$ cat config.mk
export PLATFORM = sky130hd
export DESIGN_NAME = fetch_unit
export DESIGN_NICKNAME = d
export VERILOG_FILES = /design/src/rtl/fetch_unit.sv
export SDC_FILE = /design/constraint.sdc
export NUM_CORES = 1
export LEC_CHECK = 0
export CELL_PAD_IN_SITES_DETAIL_PLACEMENT = 0
export CELL_PAD_IN_SITES_GLOBAL_PLACEMENT = 2
export CORE_ASPECT_RATIO = 0.75
export CORE_MARGIN = 2
export CORE_UTILIZATION = 28
export DETAILED_ROUTE_END_ITERATION = 10
export PLACE_DENSITY_LB_ADDON = 0.1
export SLEW_MARGIN = 20
export SYNTH_ARGS = -nofsm -noshare
export SYNTH_HDL_FRONTEND = slang
export SYNTH_SLANG_ARGS = --single-unit
$ cat constraint.sdc
create_clock -name clk -period 4.8 [get_ports clk]
set_clock_uncertainty 0.05 [all_clocks]
set_input_delay 0.96 -clock clk [delete_from_list [all_inputs] [get_ports clk]]
set_output_delay 0.96 -clock clk [all_outputs]
set_load 0.01 [all_outputs]
$ cat src/rtl/fetch_unit.sv
// Instruction fetch unit: a three-state REQ -> WAIT -> HOLD loop that keeps at
// most one instruction-memory read outstanding. It holds each fetched word until
// downstream consumes it, then computes the next fetch PC.
//
// Handshakes:
//   imem side : imem_req is a one-cycle request pulse with imem_addr. Memory
//               always accepts it, so there is no ready signal. imem_valid
//               qualifies imem_rdata and is only looked at in WAIT.
//   decode    : instr_valid/instr_ready follow strict valid/ready rules.
//               instr_valid stays high with instr and pc stable until a cycle
//               with instr_valid && instr_ready. That cycle is the transfer, and
//               PCsrc/ImmExt are sampled in it.
module fetch_unit #(
    parameter logic [31:0] RESET_PC = 32'h0000_0000
) (
    input  logic        clk,
    input  logic        rst,
    output logic        imem_req,
    output logic [31:0] imem_addr,
    input  logic        imem_valid,
    input  logic [31:0] imem_rdata,
    output logic [31:0] instr,
    output logic [31:0] pc,
    output logic        instr_valid,
    input  logic        instr_ready,
    input  logic        PCsrc,
    input  logic [31:0] ImmExt,
    output logic        misalign_err,
    output logic [31:0] instr_count,
    output logic [1:0]  dbg_state
);

    typedef enum logic [1:0] {
        S_REQ  = 2'd0,
        S_WAIT = 2'd1,
        S_HOLD = 2'd2
    } state_t;

    state_t      state;
    logic [31:0] fetch_pc;
    logic [31:0] count_q;
    logic [31:0] target;

    // Branch or sequential successor of the held instruction, modulo 2^32.
    assign target = pc + (PCsrc ? ImmExt : 32'd4);

    // Request and valid follow the state, but are masked while reset is high.
    assign imem_req    = (state == S_REQ)  && !rst;
    assign instr_valid = (state == S_HOLD) && !rst;
    assign imem_addr   = fetch_pc;
    assign instr_count = count_q;
    assign dbg_state   = state;

    // Fetch FSM with the PC, held instruction, sticky error and consumed count.
    always_ff @(posedge clk) begin
        if (rst) begin
            state        <= S_REQ;
            fetch_pc     <= RESET_PC;
            instr        <= 32'd0;
            pc           <= 32'd0;
            misalign_err <= 1'b0;
            count_q      <= 32'd0;
        end else begin
            case (state)
                S_REQ: begin
                    state <= S_WAIT;
                end
                S_WAIT: begin
                    if (imem_valid) begin
                        instr <= imem_rdata;
                        pc    <= fetch_pc;
                        state <= S_HOLD;
                    end
                end
                S_HOLD: begin
                    if (instr_ready) begin
                        // A misaligned target is forced onto a word boundary and flagged.
                        fetch_pc <= {target[31:2], 2'b00};
                        if (target[1:0] != 2'b00) begin
                            misalign_err <= 1'b1;
                        end
                        count_q <= count_q + 32'd1;
                        state   <= S_REQ;
                    end
                end
                default: begin
                    state <= S_REQ;
                end
            endcase
        end
    end

endmodule

==> flow_summary.json <==
{
  "final_cells": 1318,
  "place_congestion": 0.775,
  "cts_tree": "done",
  "vias": 6188,
  "rsz0062_at_grt": "no",
  "total_power_uw": 2550,
  "clk_pin_slew_ps": 60,
  "synth_edf_count": 0,
  "startpoint_type": "primary input",
  "htreeDepth": 4,
  "seq_area_frac_synth": 0.396,
  "io_pins": 202,
  "grt_max_degree": 62,
  "post_cts_buffers": 0,
  "syn_area_per_cell_sq_um": 7.76,
  "syn_inst": 826,
  "setup_viol": 0,
  "cts_hold_buf": 0,
  "core_area_sq_um": 22300,
  "root_buffer": "clkbuf_16",
  "initial_core_util": 0.288,
  "yosys.cell_types.count": 58,
  "synth-main-ff-cell": "dfxtp_1",
  "clock_latency_ps": 410,
  "r2r_setup_slack_ps": 2070,
  "synth_warnings": 0,
  "drtPass1Iterations": 5,
  "die_h_um": 135,
  "die_area_sq_um": 24100,
  "finalHoldViolCount": 0,
  "cap_violations": 0,
  "power.density_nw_per_um2": 276,
  "hp-class": "flop to flop",
  "synth_seq_cells": 127,
  "placementRows": 47,
  "fmax_ghz": 0.266,
  "cts_resized": 0,
  "area_delta_synth_final_pct": 43.7,
  "grtUsageTotal": 0.179,
  "antenna_found_initial": 0,
  "overflow": 0,
  "critPathMaxFanout": 31,
  "ir_drop_v": 0.000205,
  "wl_mm": 21.5,
  "fin_hold_ws_ps": 404,
  "die_w_um": 179,
  "min_period_ps": 3760,
  "synthArstFlopShare": 0,
  "cp_data_arrival_time_ps": 4060,
  "grt_pass1_wl_mm": 33.6,
  "drtAntennaViolNets": 0,
  "first_global_vias": 5855,
  "drtIter0Drc": 415,
  "design_area_sq_um": 9220,
  "io_buffers": 197,
  "slew_violations": 0,
  "rr_worst_depth": 8,
  "critPathCaptureType": "flop",
  "period_share": 0.783,
  "drc_errors": 0,
  "worst-setup-path-type": "primary input to flop",
  "relSlewSlack": 0.423,
  "drive_gt1_frac": 0.0498,
  "fin_tns_setup_ps": 0,
  "postPlaceCellArea_sq_um": 8670,
  "syn_area_sq_um": 6410,
  "worst_pin_slew_ps": 863,
  "p_leak_uw": 0.00332,
  "clock_sinks": 127,
  "status": "finished, final reports clean",
  "hpwl_mm": 15.8,
  "diodes": 0,
  "cts_max_path_buffers": 2,
  "cts_buffers": 17,
  "wl_per_cell_um": 16.3,
  "hold_depth": 2,
  "crit_required_ps": 5100,
  "viasPerCell": 4.69,
  "placed_cells": 1287,
  "nNetsFinal": 1112
}
worst paths after layout:
path | start | to
min reg2reg | instr[7] | instr[7]
min | instr[7] | instr[7]
max | PCsrc | imem_addr[25]
max reg2reg | pc[5] | imem_addr[25]
where the power goes:
| part | total [uW] | switching, uW | leakage [uW] | internal [uW] |
|---|---|---|---|---|
| Clock | 1210 | 504 | 0.000262 | 710 |
| Combinational | 247 | 127 | 0.00203 | 120 |
| Sequential | 1080 | 12.3 | 0.00103 | 1070 |
metrics by stage:
| step | setup WS [ps] | utilization |
|---|---|---|
| CTS | 1070 | 0.414 |
| finish | 1040 | 0.414 |
| floorplan | 1500 | - |
| global route | 784 | 0.414 |
| global placement | 729 | 0.389 |
| detailed placement | 635 | 0.389 |
routing by layer:
layer	routed length (um)	GRT usage
met5	0	0
met4	151	0.0416
met3	1320	0.0414
met2	8000	0.227
met1	12000	0.292
cells in the mapped netlist, drive strengths merged (2+ instances only):
cell,count,area (sq um)
nor2,65,246
o211ai,4,30.0
a32o,2,20.0
a211oi,6,45.0
nand2,191,717
nand3b,4,30.0
o311ai,3,26.3
a21oi,111,556
or4,3,26.3
nor2b,6,37.5
o21bai,4,30.0
nor3,7,35.0
a31oi,3,18.8
o31ai,3,22.5
or4b,2,20.0
xor2,26,228
ha,30,375
a311oi,2,17.5
o21a,6,45.0
and2,31,194
a21o,5,37.5
nand3,21,105
nand2b,4,25.0
nand4,14,103
o21ai,28,140
nor4,2,12.5
dfxtp,127,2540
o31a,2,17.5
xnor2,18,158
or3b,2,17.5
clkbuf,38,143
a221o,4,40.0
or3,10,62.6
buf,7,45.1
inv,12,45.0
and3,3,18.8
and4,3,26.3
registers in the layout (all words and copies together), names as in the netlist:
| name | cells |
|---|---|
| dbg_state | 2 |
| imem_addr | 30 |
| instr | 32 |
| instr_count | 32 |
| misalign_err | 1 |
| pc | 30 |
critical path, cell delays in order:
cell             delay [ps]
clkdlybuf4s50_1         400
buf_4                   240
and2_1                  190
ha_1                    370
nand3_1                  90
nor2_1                  180
o21ai_0                 170
a211oi_1                600
a21oi_1                 240
or4_1                   500
nand3_1                  90
cells by family after synthesis:
kind of cell / Yosys count / share of synthesized area
other: 1 / 0.000585
and+or+nand+nor: 372 / 0.266
muxes: 1 / 0.00156
DFF: 127 / 0.396
buffers and inverters: 57 / 0.0363
adders and majority gates: 31 / 0.0616
AOI/OAI and AO/OA: 193 / 0.177
xor gates and xnor gates: 44 / 0.0601
cells in the final DEF, fill, tap and decap left out, types with 5 or more instances in the layout:
cell and count:
clkbuf_16 17, a21o_1 5, nand3_1 21, nand2_1 191, ha_1 30, nand4_1 13
or3_1 10, xor2_1 26, buf_4 13, dfxtp_1 127, clkdlybuf4s50_1 196, o21ai_0 28
a211oi_1 6, xnor2_1 18, inv_1 12, nor2b_1 6, a21oi_1 111, o21a_1 6
nor3_1 7, and2_1 31, nor2_1 63
final cells by class:
class                   instances  area (sq um)
clock buffers                  18           429
fillers                      2301         13100
flip-flops and latches        127          2540
well taps                     294           368
inverters                      12          45.0
clock inverters                13           116
multi-input cells             645          3660
repair buffers                209          2060
(Power assumes the default switching activity.)
